`src/rtl/coin_pkg.sv`:
```
// Shared types and constants for the coin conditioner.
// Optional running tally is enabled with the COIN_TALLY_EN macro.
package coin_pkg;

    typedef enum logic [1:0] {
        COIN_NONE,
        COIN_NICKLE,
        COIN_DIME,
        COIN_QUARTER
    } coin_t;

    typedef enum logic [1:0] {
        ST_IDLE,
        ST_HOLD,
        ST_EMIT
    } out_state_t;

    localparam int unsigned CENTS_NICKLE  = 5;
    localparam int unsigned CENTS_DIME    = 10;
    localparam int unsigned CENTS_QUARTER = 25;

    localparam int unsigned DEBOUNCE_CYCLES_DEF = 4;
    localparam int unsigned JAM_CYCLES_DEF      = 1024;

    function automatic logic [4:0] coin_cents(input coin_t c);
        logic [4:0] v;
        v = 5'd0;
        case (c)
            COIN_NICKLE:  v = 5'(CENTS_NICKLE);
            COIN_DIME:    v = 5'(CENTS_DIME);
            COIN_QUARTER: v = 5'(CENTS_QUARTER);
            default:      v = 5'd0;
        endcase
        return v;
    endfunction

endpackage

```
`src/rtl/coin_debounce.sv`:
```
// One coin channel: 2-flop synchronizer, debounce counter,
// jam timer and registered rising-edge event.
module coin_debounce
    import coin_pkg::*;
#(
    parameter int unsigned DEBOUNCE_CYCLES = DEBOUNCE_CYCLES_DEF,
    parameter int unsigned JAM_CYCLES      = JAM_CYCLES_DEF
) (
    input  logic clk,
    input  logic rst_n,
    input  logic raw_i,
    output logic rise_o,
    output logic jam_o
);

    localparam int unsigned CW = $clog2(DEBOUNCE_CYCLES + 1);
    localparam int unsigned JW = $clog2(JAM_CYCLES + 1);

    logic          s1_q, s2_q;
    logic [CW-1:0] cnt_q, cnt_d;
    logic          deb_q, deb_d;
    logic [JW-1:0] jcnt_q, jcnt_d;
    logic          jam_q, jam_d;
    logic          rise_q, rise_d;
    logic          toggle;

    always_comb begin
        toggle = 1'b0;
        cnt_d  = cnt_q;
        deb_d  = deb_q;
        if (s2_q == deb_q) begin
            cnt_d = '0;
        end else if (cnt_q == CW'(DEBOUNCE_CYCLES - 1)) begin
            cnt_d  = '0;
            deb_d  = ~deb_q;
            toggle = 1'b1;
        end else begin
            cnt_d = cnt_q + 1'b1;
        end
    end

    // Jam timer only runs on cycles where the level was already high.
    always_comb begin
        jcnt_d = jcnt_q;
        jam_d  = jam_q;
        if (!deb_d) begin
            jcnt_d = '0;
            jam_d  = 1'b0;
        end else if (deb_q && !jam_q) begin
            if (jcnt_q == JW'(JAM_CYCLES - 1)) begin
                jam_d = 1'b1;
            end else begin
                jcnt_d = jcnt_q + 1'b1;
            end
        end
    end

    assign rise_d = toggle & deb_d & ~jam_q;

    always_ff @(posedge clk or negedge rst_n) begin
        if (!rst_n) begin
            s1_q   <= 1'b0;
            s2_q   <= 1'b0;
            cnt_q  <= '0;
            deb_q  <= 1'b0;
            jcnt_q <= '0;
            jam_q  <= 1'b0;
            rise_q <= 1'b0;
        end else begin
            s1_q   <= raw_i;
            s2_q   <= s1_q;
            cnt_q  <= cnt_d;
            deb_q  <= deb_d;
            jcnt_q <= jcnt_d;
            jam_q  <= jam_d;
            rise_q <= rise_d;
        end
    end

    assign rise_o = rise_q;
    assign jam_o  = jam_q;

endmodule

```
`src/rtl/coin_conditioner.sv`:
```
// Conditions three coin sensors into clean one-cycle coin pulses.
// Define COIN_TALLY_EN to add the saturating tally_cents output.
module coin_conditioner
    import coin_pkg::*;
#(
    parameter int unsigned DEBOUNCE_CYCLES = DEBOUNCE_CYCLES_DEF,
    parameter int unsigned JAM_CYCLES      = JAM_CYCLES_DEF
) (
    input  logic        clk,
    input  logic        rst_n,
    input  logic        raw_nickle,
    input  logic        raw_dime,
    input  logic        raw_quarter,
    input  logic        busy,
    output logic        nickle,
    output logic        dime,
    output logic        quarter,
    output logic        reject,
`ifdef COIN_TALLY_EN
    output logic [15:0] tally_cents,
`endif
    output logic [2:0]  jam
);

    logic [2:0] ev;
    logic [2:0] raw;
    logic       single, multi;
    coin_t      ev_coin;

    out_state_t state_q, state_d;
    coin_t      pend_q, pend_d;
    coin_t      emit_d;
    logic       rej_d;
    logic       nick_q, dime_q, quar_q, rej_q;

    assign raw = {raw_quarter, raw_dime, raw_nickle};

    for (genvar i = 0; i < 3; i++) begin : g_ch
        coin_debounce #(
            .DEBOUNCE_CYCLES(DEBOUNCE_CYCLES),
            .JAM_CYCLES     (JAM_CYCLES)
        ) u_deb (
            .clk   (clk),
            .rst_n (rst_n),
            .raw_i (raw[i]),
            .rise_o(ev[i]),
            .jam_o (jam[i])
        );
    end

    assign single = $onehot(ev);
    assign multi  = (ev != 3'b000) && !single;

    always_comb begin
        case (ev)
            3'b001:  ev_coin = COIN_NICKLE;
            3'b010:  ev_coin = COIN_DIME;
            3'b100:  ev_coin = COIN_QUARTER;
            default: ev_coin = COIN_NONE;
        endcase
    end

    always_comb begin
        state_d = state_q;
        pend_d  = pend_q;
        emit_d  = COIN_NONE;
        rej_d   = 1'b0;
        unique case (state_q)
            ST_IDLE, ST_EMIT: begin
                state_d = ST_IDLE;
                if (multi) begin
                    rej_d = 1'b1;
                end else if (single) begin
                    pend_d = ev_coin;
                    if (busy) begin
                        state_d = ST_HOLD;
                    end else begin
                        state_d = ST_EMIT;
                        emit_d  = ev_coin;
                    end
                end
            end
            // Only one coin can wait; anything arriving now is refused.
            ST_HOLD: begin
                rej_d = |ev;
                if (!busy) begin
                    state_d = ST_EMIT;
                    emit_d  = pend_q;
                end
            end
            default: state_d = ST_IDLE;
        endcase
    end

    always_ff @(posedge clk or negedge rst_n) begin
        if (!rst_n) begin
            state_q <= ST_IDLE;
            pend_q  <= COIN_NONE;
            nick_q  <= 1'b0;
            dime_q  <= 1'b0;
            quar_q  <= 1'b0;
            rej_q   <= 1'b0;
        end else begin
            state_q <= state_d;
            pend_q  <= pend_d;
            nick_q  <= (emit_d == COIN_NICKLE);
            dime_q  <= (emit_d == COIN_DIME);
            quar_q  <= (emit_d == COIN_QUARTER);
            rej_q   <= rej_d;
        end
    end

    assign nickle  = nick_q;
    assign dime    = dime_q;
    assign quarter = quar_q;
    assign reject  = rej_q;

`ifdef COIN_TALLY_EN
    logic [15:0] tally_q, tally_d;
    logic [16:0] sum;

    assign sum     = {1'b0, tally_q} + {12'd0, coin_cents(emit_d)};
    assign tally_d = sum[16] ? 16'hFFFF : sum[15:0];

    always_ff @(posedge clk or negedge rst_n) begin
        if (!rst_n) begin
            tally_q <= 16'd0;
        end else begin
            tally_q <= tally_d;
        end
    end

    assign tally_cents = tally_q;
`endif

endmodule

```
`config.mk`:
```
export PLATFORM = sky130hd
export DESIGN_NAME = coin_conditioner
export DESIGN_NICKNAME = d
export VERILOG_FILES = /design/src/rtl/coin_pkg.sv /design/src/rtl/coin_debounce.sv /design/src/rtl/coin_conditioner.sv
export SDC_FILE = /design/constraint.sdc
export NUM_CORES = 1
export LEC_CHECK = 0
export CAP_MARGIN = 20
export CORE_UTILIZATION = 41
export CTS_CLUSTER_DIAMETER = 50
export DETAILED_ROUTE_END_ITERATION = 10
export REMOVE_ABC_BUFFERS = 1
export SETUP_SLACK_MARGIN = 0.4
export SLEW_MARGIN = 20
export SYNTH_ARGS = -nofsm -noshare
export SYNTH_HDL_FRONTEND = slang
export SYNTH_SLANG_ARGS = --single-unit
export TNS_END_PERCENT = 50
```
`constraint.sdc`:
```
create_clock -name clk -period 4.8 [get_ports clk]
set_input_delay 0.72 -clock clk [delete_from_list [all_inputs] [get_ports clk]]
set_output_delay 0.72 -clock clk [all_outputs]
set_load 0.01 [all_outputs]
```
======== Word level (Yosys, flattened, before mapping) ========
Index checks and enable logic that the tools add are counted.
word-level totals
  bits of input ports ..................... 6
  word-level logic and storage cells ...... 144
  output and inout bits ................... 7
  bits in registers ....................... 65
operators by class
  bitwise operators ....................... 13
  multiplexer cells ....................... 49
  eq/ne operators ......................... 28
  add/sub/neg operators ................... 8
  reduce and logical (&&, ||, !) cells .... 19
operators with widths
  kind                   number
  $mux 11                9
  $add 11x1->11 const B  3
  $eq 11x10->1 const B   3
  $mux 1                 22
  $ne 2x2->1 const B     10
  $mux 3                 6
  $mux 2                 8
  $eq 3x2->1 const B     4
  $reduce_and 2->1       6
  $add 3x1->3 const B    3
  $pmux 2 s2             2
  $not 1->1              7
  $and 1x1->1            6
  $eq 2x1->1 const B     3
  $eq 2x2->1 const B     3
  $pmux 2 s3             1
  $logic_and 1x1->1      4
  $logic_not 1->1        4
  $eq 1x1->1             3
  $eq 3x1->1 const B     1
  $eq 3x3->1 const B     1
  $reduce_and 3->1       1
  $reduce_bool 3->1      1
  $reduce_or 3->1        1
  5 further kinds        5

======== Longest topological paths before layout ========
Gate-level depths: netlist (run 1).
  depth in word-level cells ............... 8
  gate-level depth with buffers ........... 7
  gate-level depth less buffers ........... 6

======== Modules after synthesis ========
Synthesis (run 1) repeated with hierarchy kept, for this count alone.
unflattened totals
  cell total of the unflattened synthesis .. 274
  area, all modules ....................... 3124.2 um^2
by module, submodules not included
  module            area each (um^2)  sequential area each (um^2)  cells an instance  times used
  coin_debounce     907.1             475.5                        79                 3
  coin_conditioner  402.9             200.2                        37                 1

======== Worst setup path after synthesis (run 1) ========
OpenSTA, ideal clock, no wires.
  kind .................................... register to register
  start point ............................. register g_ch[0].u_deb.rise_q
  end point ............................... register quar_q, in the netlist quarter
  period minus slack after synthesis ...... 2.164 ns
  arrival time ............................ 2.070 ns
  setup time .............................. 0.094 ns
  setup slack ............................. 2.636 ns
  required time ........................... 4.706 ns
  stages on the path, launching flop included .. 7
  buffers on the path ..................... 0
  path through ............................ dfrtp_1 inv_1 fa_1 or3b_1 or3_1 a22o_1 a211oi_1
on the way
  word-level cells in the longest chain between the ends .. 8
  elaborated cells between the ends (all ways) .. 15
  classes of those cells .................. add/sub: 2; eq/ne: 5; mux: 5; reduce/logical: 3
RTL lines
  what                               RTL line                 text
  start: declaration                 coin_debounce.sv:24      logic rise_q, rise_d;
  start signal: assignment           coin_debounce.sv:76      rise_q <= rise_d;
  $add 1x1->2 (implied by the code)  coin_conditioner.sv:51   assign single = $onehot(ev);
  $add 2x1->2 (implied by the code)  coin_conditioner.sv:51
  $eq 2x1->1                         coin_conditioner.sv:51
  $logic_not 1->1                    coin_conditioner.sv:52   assign multi = (ev != 3'b000) && !single;
  $logic_and 1x1->1                  coin_conditioner.sv:52
  $mux 2 *                           coin_conditioner.sv:71   if (multi) begin
  $pmux 2 s2 *                       coin_conditioner.sv:68   unique case (state_q)
  $eq 2x2->1 *                       coin_conditioner.sv:108  quar_q <= (emit_d == COIN_QUARTER);
  end signal: assignment             coin_conditioner.sv:108
  end: declaration                   coin_conditioner.sv:34   logic nick_q, dime_q, quar_q, rej_q;
Every way passes the cells marked *; elsewhere a longest branch is shown, timed or not.
A chain may end at the register's enable or synchronous reset.

======== Worst setup path after layout (run 1) ========
  start point ............................. register g_ch[1].u_deb.cnt_q[0]
  end point ............................... register g_ch[1].u_deb.jcnt_q[1]
on the way
  word-level cells in the longest chain between the ends .. 5
  elaborated cells between the ends (all ways) .. 7
  classes of those cells .................. eq/ne: 3; mux: 3; reduce/logical: 1
RTL lines
  what                        RTL line             text
  start: declaration          coin_debounce.sv:20  logic [CW-1:0] cnt_q, cnt_d;
  start signal: assignment    coin_debounce.sv:72  cnt_q <= cnt_d;
  $eq 3x2->1 *                coin_debounce.sv:33  end else if (cnt_q == CW'(DEBOUNCE_CYCLES - 1)) begin
  $mux 1 *                    coin_debounce.sv:33
  $mux 1 *                    coin_debounce.sv:31  if (s2_q == deb_q) begin
  via g_ch[1].u_deb.deb_d     coin_debounce.sv:21  logic deb_q, deb_d;
  $ne 2x2->1 (no line)        -
  $reduce_and 2->1 (no line)  -
  end signal: assignment      coin_debounce.sv:74  jcnt_q <= jcnt_d;
  end: declaration            coin_debounce.sv:22  logic [JW-1:0] jcnt_q, jcnt_d;
The timed path passes the listed nets; every way through them passes the cells marked *.

==> flow_summary.ini, run 1 <==
[floorplanning]
rows = 30
start_util = 0.436
die-area_um2 = 7730
core_area_um2 = 6940
ioPinCount = 13
die-width_um = 87.9
chipHeight_um = 87.9

[setup_path]
crit_required_ns = 5.00
cp.arrival_ns = 2.56
r2r_cells = 6
worstSetupEndpoint = g_ch[1].u_deb.jcnt_q[1]
r2r_slack_ns = 2.44
critPathMaxFanout = 9
reg2reg_from = g_ch[1].u_deb.cnt_q[0]
worstSetupStartpointType = flop
worstSetupPathType = flop to flop
r2r_end = g_ch[1].u_deb.jcnt_q[1]
crit_start = g_ch[1].u_deb.cnt_q[0]
endpoint_kind = flop

[cells_and_area]
n_antenna_cell = 0
syn2layout_area_growth_pct = 13.5
nFillCells = 632
final_common_cell = dfrtp_1
final_cell_mix = dfrtp_1 (65), nand2_1 (29), a21oi_1 (18), o21ai_0 (17), or3_1 (15)
utilization = 0.495
layout.nets = 320
drive_gt1_frac = 0.0641

[detailed_routing]
viasPerCell = 5.25
drc = 0
detail_route.first_pass.iterations = 4
ant_nets = 0
vias = 2142
routed_wl_um = 5390
drtIter0Drc = 119
wl_per_cell_um = 13.2

[synthesis]
synth_fa_ha_area_frac = 0.0314
yosys-top-cells-area = dfrtp_1 (54%), nand2_1 (3.6%), or3_1 (3.1%)
synth_edf_count = 0
ys.flop_type = dfrtp_1
ys.warnings.count = 0
yosys.area.top_type = dfrtp_1
yosysSeqAreaShare = 0.537
yosys_register_bits = 65
synthCells = 292
synth_top_area_share = 0.537
yosysUniqueCellTypes = 46
synthXorXnorAreaFrac = 0.0232
avgSynthCellArea_um2 = 10.4
synth.mux.area_fraction = 0.0145
yosys.area_share.simple = 0.231
netlist_area_um2 = 3030
synth_top_family_by_area = simple AND/OR/NAND/NOR gates
async_flop_share = 1.00
synth-compound-area-share = 0.131

[timing]
clock.fmax_mhz = 424
maxSlewHeadroom = 0.352
tns_ns = 0
hold_violations = 0
period_minus_slack_ns = 2.36
holdWs_ns = 0.355
rsz0062_at_grt = no
worstMarginPinSlew_ns = 0.945
finalSetupViolCount = 0
final_max_slew_viol_count = 0
period_share = 0.491
fin_worst_skew_ns = 0.00600

[power_and_ir_drop]
seq_power_share = 0.471
swShare = 0.311
switching_power_uw = 439
p_int_uw = 973
p_comb_frac = 0.195
vdd_ir_drop_max_mv = 0.164
leakage_uw = 0.00146
pwr-share-clk = 0.334
power.density_nw_per_um2 = 411

[status]
run_status = complete, no violations

[clock_tree]
ctsResizeCount = 0
cts.sinks = 65
cts_tree = built
clockBufferDepth = 2
h-tree-depth = 3
clock_latency_ns = 0.33
cts_setup_buffers = 0
path_clk_slew_ns = 0.07
ctsHoldBuffers = 0
cts_buffers = 9
root_buffer = clkbuf_8

[grt]
grt_max_degree = 43
grt_pass1_vias = 2156
grt.total_usage = 0.167
grt_overflow = 0
antenna_found_initial = 0
grt_first_pass_wirelength_um = 9870

[hold_path]
worstHoldPathCells = 0
hold_class = flop to flop

[placement]
hpwl_um = 3630
numPortBuffers = 12
place_congestion = 0.749

[flow_run]
maxCapViolations = 0
cell usage after synthesis, drive strengths merged, types with 2 or more instances:
| master | instances |
|---|---|
| ha | 6 |
| and4 | 2 |
| and2 | 2 |
| xor2 | 2 |
| or4 | 9 |
| o211ai | 8 |
| mux2i | 4 |
| nor4 | 3 |
| nor3 | 4 |
| or3 | 15 |
| inv | 9 |
| dfrtp | 65 |
| nor3b | 7 |
| nor2b | 9 |
| nor2 | 12 |
| a31oi | 2 |
| a21oi | 18 |
| o41ai | 2 |
| buf | 6 |
| o31ai | 5 |
| nand4 | 7 |
| and3 | 7 |
| o211a | 2 |
| a211oi | 2 |
| clkbuf | 4 |
| nand2 | 29 |
| o21ai | 17 |
| nand2b | 6 |
| xnor2 | 6 |
| clkinv | 2 |
| nand3 | 7 |
| o311ai | 2 |
power groups by stage:
| stage | registers (uW) | logic (uW) | clock network (uW) |
|---|---|---|---|
| after global routing | 676 | 323 | 517 |
| after CTS | 665 | 279 | 493 |
| after detailed placement | 675 | 279 | 0 |
| after global placement | 673 | 274 | 0 |
| final | 666 | 275 | 472 |
| after floorplan | 663 | 202 | 0 |
per-layer routing:
metal,routed length (um),share of wire,GRT usage
met5,0,0,0
met4,46,0.0085,0.0730
met3,210,0.039,0.0547
met2,2440,0.45,0.247
met1,2690,0.50,0.225
metrics by stage:
step	std cells	cell area, um^2	total power [uW]	setup WS, ns
final	408	3440	1410	2.44
after global routing	408	3440	1520	2.10
after CTS	408	3440	1440	2.37
after detailed placement	392	3230	954	2.39
after global placement	392	3230	947	2.46
after floorplan	282	2970	865	2.46
final cells by class:
type                            instances  area (um^2)  share of cell area
Sequential cell                        65         1630               0.473
Inverter                               11         41.3              0.0120
Clock buffer                           12          155              0.0452
Tap cell                               96          120              0.0350
Timing Repair Buffer                   14          130              0.0379
Clock inverter                          4         51.3              0.0149
Multi-Input combinational cell        206         1310               0.382
worst max-delay path, stage by stage (launching register included):
cell	delay [ns]
dfrtp_1	0.35
ha_1	0.16
nor2b_1	0.28
mux2i_1	0.73
clkinv_1	0.43
o211ai_1	0.19
o31ai_1	0.09
flip-flops by register name, summed over array words and instances, names as in the netlist, 2 cells and up:
| register | count |
|---|---|
| g_ch.u_deb.s1_q | 3 |
| g_ch.u_deb.jcnt_q | 33 |
| g_ch.u_deb.rise_o | 3 |
| state_q | 2 |
| g_ch.u_deb.deb_q | 3 |
| pend_q | 2 |
| g_ch.u_deb.jam_o | 3 |
| g_ch.u_deb.s2_q | 3 |
| g_ch.u_deb.cnt_q | 9 |
cell families (layout without fill, tap and decap cells):
kind of cell / count (synthesis) / in the layout
fa+ha+maj: 7 / 7
compound gates: 63 / 63
flops: 65 / 65
xor+xnor: 8 / 8
buf+inv: 21 / 41
simple gates: 124 / 124
mux: 4 / 4
how the worst min path moves through the flow:
| stage | start | end | slack (ns) |
|---|---|---|---|
| after floorplan | g_ch[0].u_deb.s1_q | g_ch[0].u_deb.s2_q | 0.33 |
| after global placement | g_ch[0].u_deb.s1_q | g_ch[0].u_deb.s2_q | 0.33 |
| after detailed placement | g_ch[0].u_deb.s1_q | g_ch[0].u_deb.s2_q | 0.34 |
| after CTS | g_ch[0].u_deb.s1_q | g_ch[0].u_deb.s2_q | 0.36 |
| after global routing | g_ch[0].u_deb.s1_q | g_ch[0].u_deb.s2_q | 0.37 |
| final | g_ch[0].u_deb.s1_q | g_ch[0].u_deb.s2_q | 0.35 |
No activity file was read; power rests on OpenSTA's default activity.
==> run 2: changes to the inputs <==
==> constraint.sdc (replaced) <==
create_clock -name clk -period 2.3 [get_ports clk]
set_input_delay 0.345 -clock clk [delete_from_list [all_inputs] [get_ports clk]]
set_output_delay 0.345 -clock clk [all_outputs]
set_load 0.01 [all_outputs]
==> flow_summary.ini, run 2 (same netlist as run 1, synthesis figures left out) <==
[clock_tree]
clock_latency_ns = 0.34
root_buffer = clkbuf_8
path_clk_slew_ns = 0.07
h-tree-depth = 3
cts_tree = built
clockBufferDepth = 2
cts.sinks = 65
cts_buffers = 9

[setup_path]
cp.arrival_ns = 2.44
worstSetupStartpointType = flop
endpoint_kind = flop
crit_required_ns = 2.55
critPathSlowestCell = fa_1
critPathMaxFanout = 3
crit_chain = inv_2, fa_1, or3b_4, or3_4, a22o_1, a211oi_2
max_stage_delay_ns = 0.43
worstSetupPathType = flop to flop
r2r_cells = 6

[floorplanning]
die-area_um2 = 7730
rows = 30
start_util = 0.436
core_area_um2 = 6940
ioPinCount = 13
chipHeight_um = 87.9
die-width_um = 87.9

[power_and_ir_drop]
vdd_ir_drop_max_mv = 0.435
power.density_nw_per_um2 = 897
leakage_uw = 0.00157

[cells_and_area]
reg.largest.list = g_ch.u_deb.jcnt_q: 33 flops, g_ch.u_deb.cnt_q: 9 flops
final_cell_mix = dfrtp_1 (65), nand2_1 (28), a21oi_1 (18), o21ai_0 (17), buf_4 (16)
n_antenna_cell = 0
layout.nets = 335
syn2layout_area_growth_pct = 20.6
largest_reg_flops = 33
nFillCells = 646
largest_register = g_ch.u_deb.jcnt_q
drive_gt1_frac = 0.150
fin_cells = 423
final_common_cell = dfrtp_1

[detailed_routing]
routed_wl_um = 5800
detail_route.first_pass.iterations = 4
drtIter0Drc = 113
ant_nets = 0
wl_per_cell_um = 13.7
viasPerCell = 5.44
drc = 0
vias = 2301

[timing]
rsz0062_at_grt = yes
clock.fmax_mhz = 457
fin_worst_skew_ns = 0.00595
finalSetupViolCount = 0
tns_ns = 0
period_minus_slack_ns = 2.19
period_share = 0.951
hold_violations = 0
worstMarginPinSlew_ns = 0.569
maxSlewHeadroom = 0.621
final_max_slew_viol_count = 0

[placement]
place_congestion = 0.775
numPortBuffers = 12
hpwl_um = 3720
dp.cells = 396

[flow_run]
maxCapViolations = 0

[grt]
grt_overflow = 0
met3_usage = 0.0622
antenna_found_initial = 0
busiest_layer = met2
gr-usage-met1 = 0.218
grt_first_pass_wirelength_um = 9970
grt.total_usage = 0.169
grt_pass1_vias = 2164
grt_max_degree = 25
grt_use_met2 = 0.261

[hold_path]
hold_class = flop to flop
worstHoldPathCells = 0

[status]
run_status = complete, no violations
[run 2: cell types whose count changed in the layout (fill, tap and decap cells not counted), sizes merged]
cell / previous run / this run
clkbuf: 12 / 11
dlygate4sd3: 0 / 1
bufinv: 1 / 3
buf: 3 / 17
clkinv: 4 / 3
[run 2: area by class of cell]
class                   instances  area (um^2)  area share
clock buffers                  11          141      0.0387
clock inverters                 5          103      0.0281
inverters                      11         41.3      0.0113
multi-input cells             206         1370       0.376
flip-flops and latches         65         1630       0.446
well taps                      96          120      0.0329
repair buffers                 29          245      0.0672
[run 2: final timing paths]
check	slack, ns	start	to
max reg2reg	0.11	g_ch[1].u_deb.rise_o	quarter
min	0.35	g_ch[1].u_deb.s1_q	g_ch[1].u_deb.s2_q
min in group asynchronous	0.53	rst_n	g_ch[1].u_deb.jcnt_q[4]
max	0.11	g_ch[1].u_deb.rise_o	quarter
max in group asynchronous	1.05	rst_n	g_ch[2].u_deb.jcnt_q[10]
min reg2reg	0.35	g_ch[1].u_deb.s1_q	g_ch[1].u_deb.s2_q
[run 2: critical path: cells and delay by family, from the launching register on]
family          cells  cell delay [ns]
simple gates        2             0.78
compound gates      2             0.41
buf+inv             1             0.08
flops               1             0.41
fa+ha+maj           1             0.43
[run 2: metrics by stage]
stage	setup slack [ns]	hold WS, ns	util	instance area [um^2]	power, uW
floorplan	-0.0448	0.0494	-	2970	1800
global placement	0.0703	0.334	0.469	3260	2030
detailed placement	0.0218	0.339	0.469	3260	2040
CTS	0.169	0.354	0.512	3550	3250
global route	0.0461	0.359	0.526	3650	3460
finish	0.112	0.353	0.526	3650	3270
[run 2: what timing repair did]
| item | in CTS | in global routing |
|---|---|---|
| gates resized for setup | 7 | 10 |
| hold buffers | 1 | 0 |
| setup buffers | 3 | 7 |
| pin swaps | 5 | 2 |
| setup endpoints to repair | 10 | 25 |
| endpoints found under the hold margin | 4 | 0 |
[run 2: metal layers]
| layer | share of wire | vias up | wire length, um |
|---|---|---|---|
| li1 | - | 1135 | - |
| met5 | 0 | - | 0 |
| met3 | 0.034 | 9 | 195 |
| met4 | 0.015 | 0 | 86 |
| met1 | 0.48 | 1126 | 2790 |
| met2 | 0.47 | 31 | 2730 |
[run 2: where the power goes]
part           switching, uW  internal, uW  leakage [uW]
Clock                    427           748      0.000120
Combinational            411           289      0.000573
Sequential               124          1270      0.000879
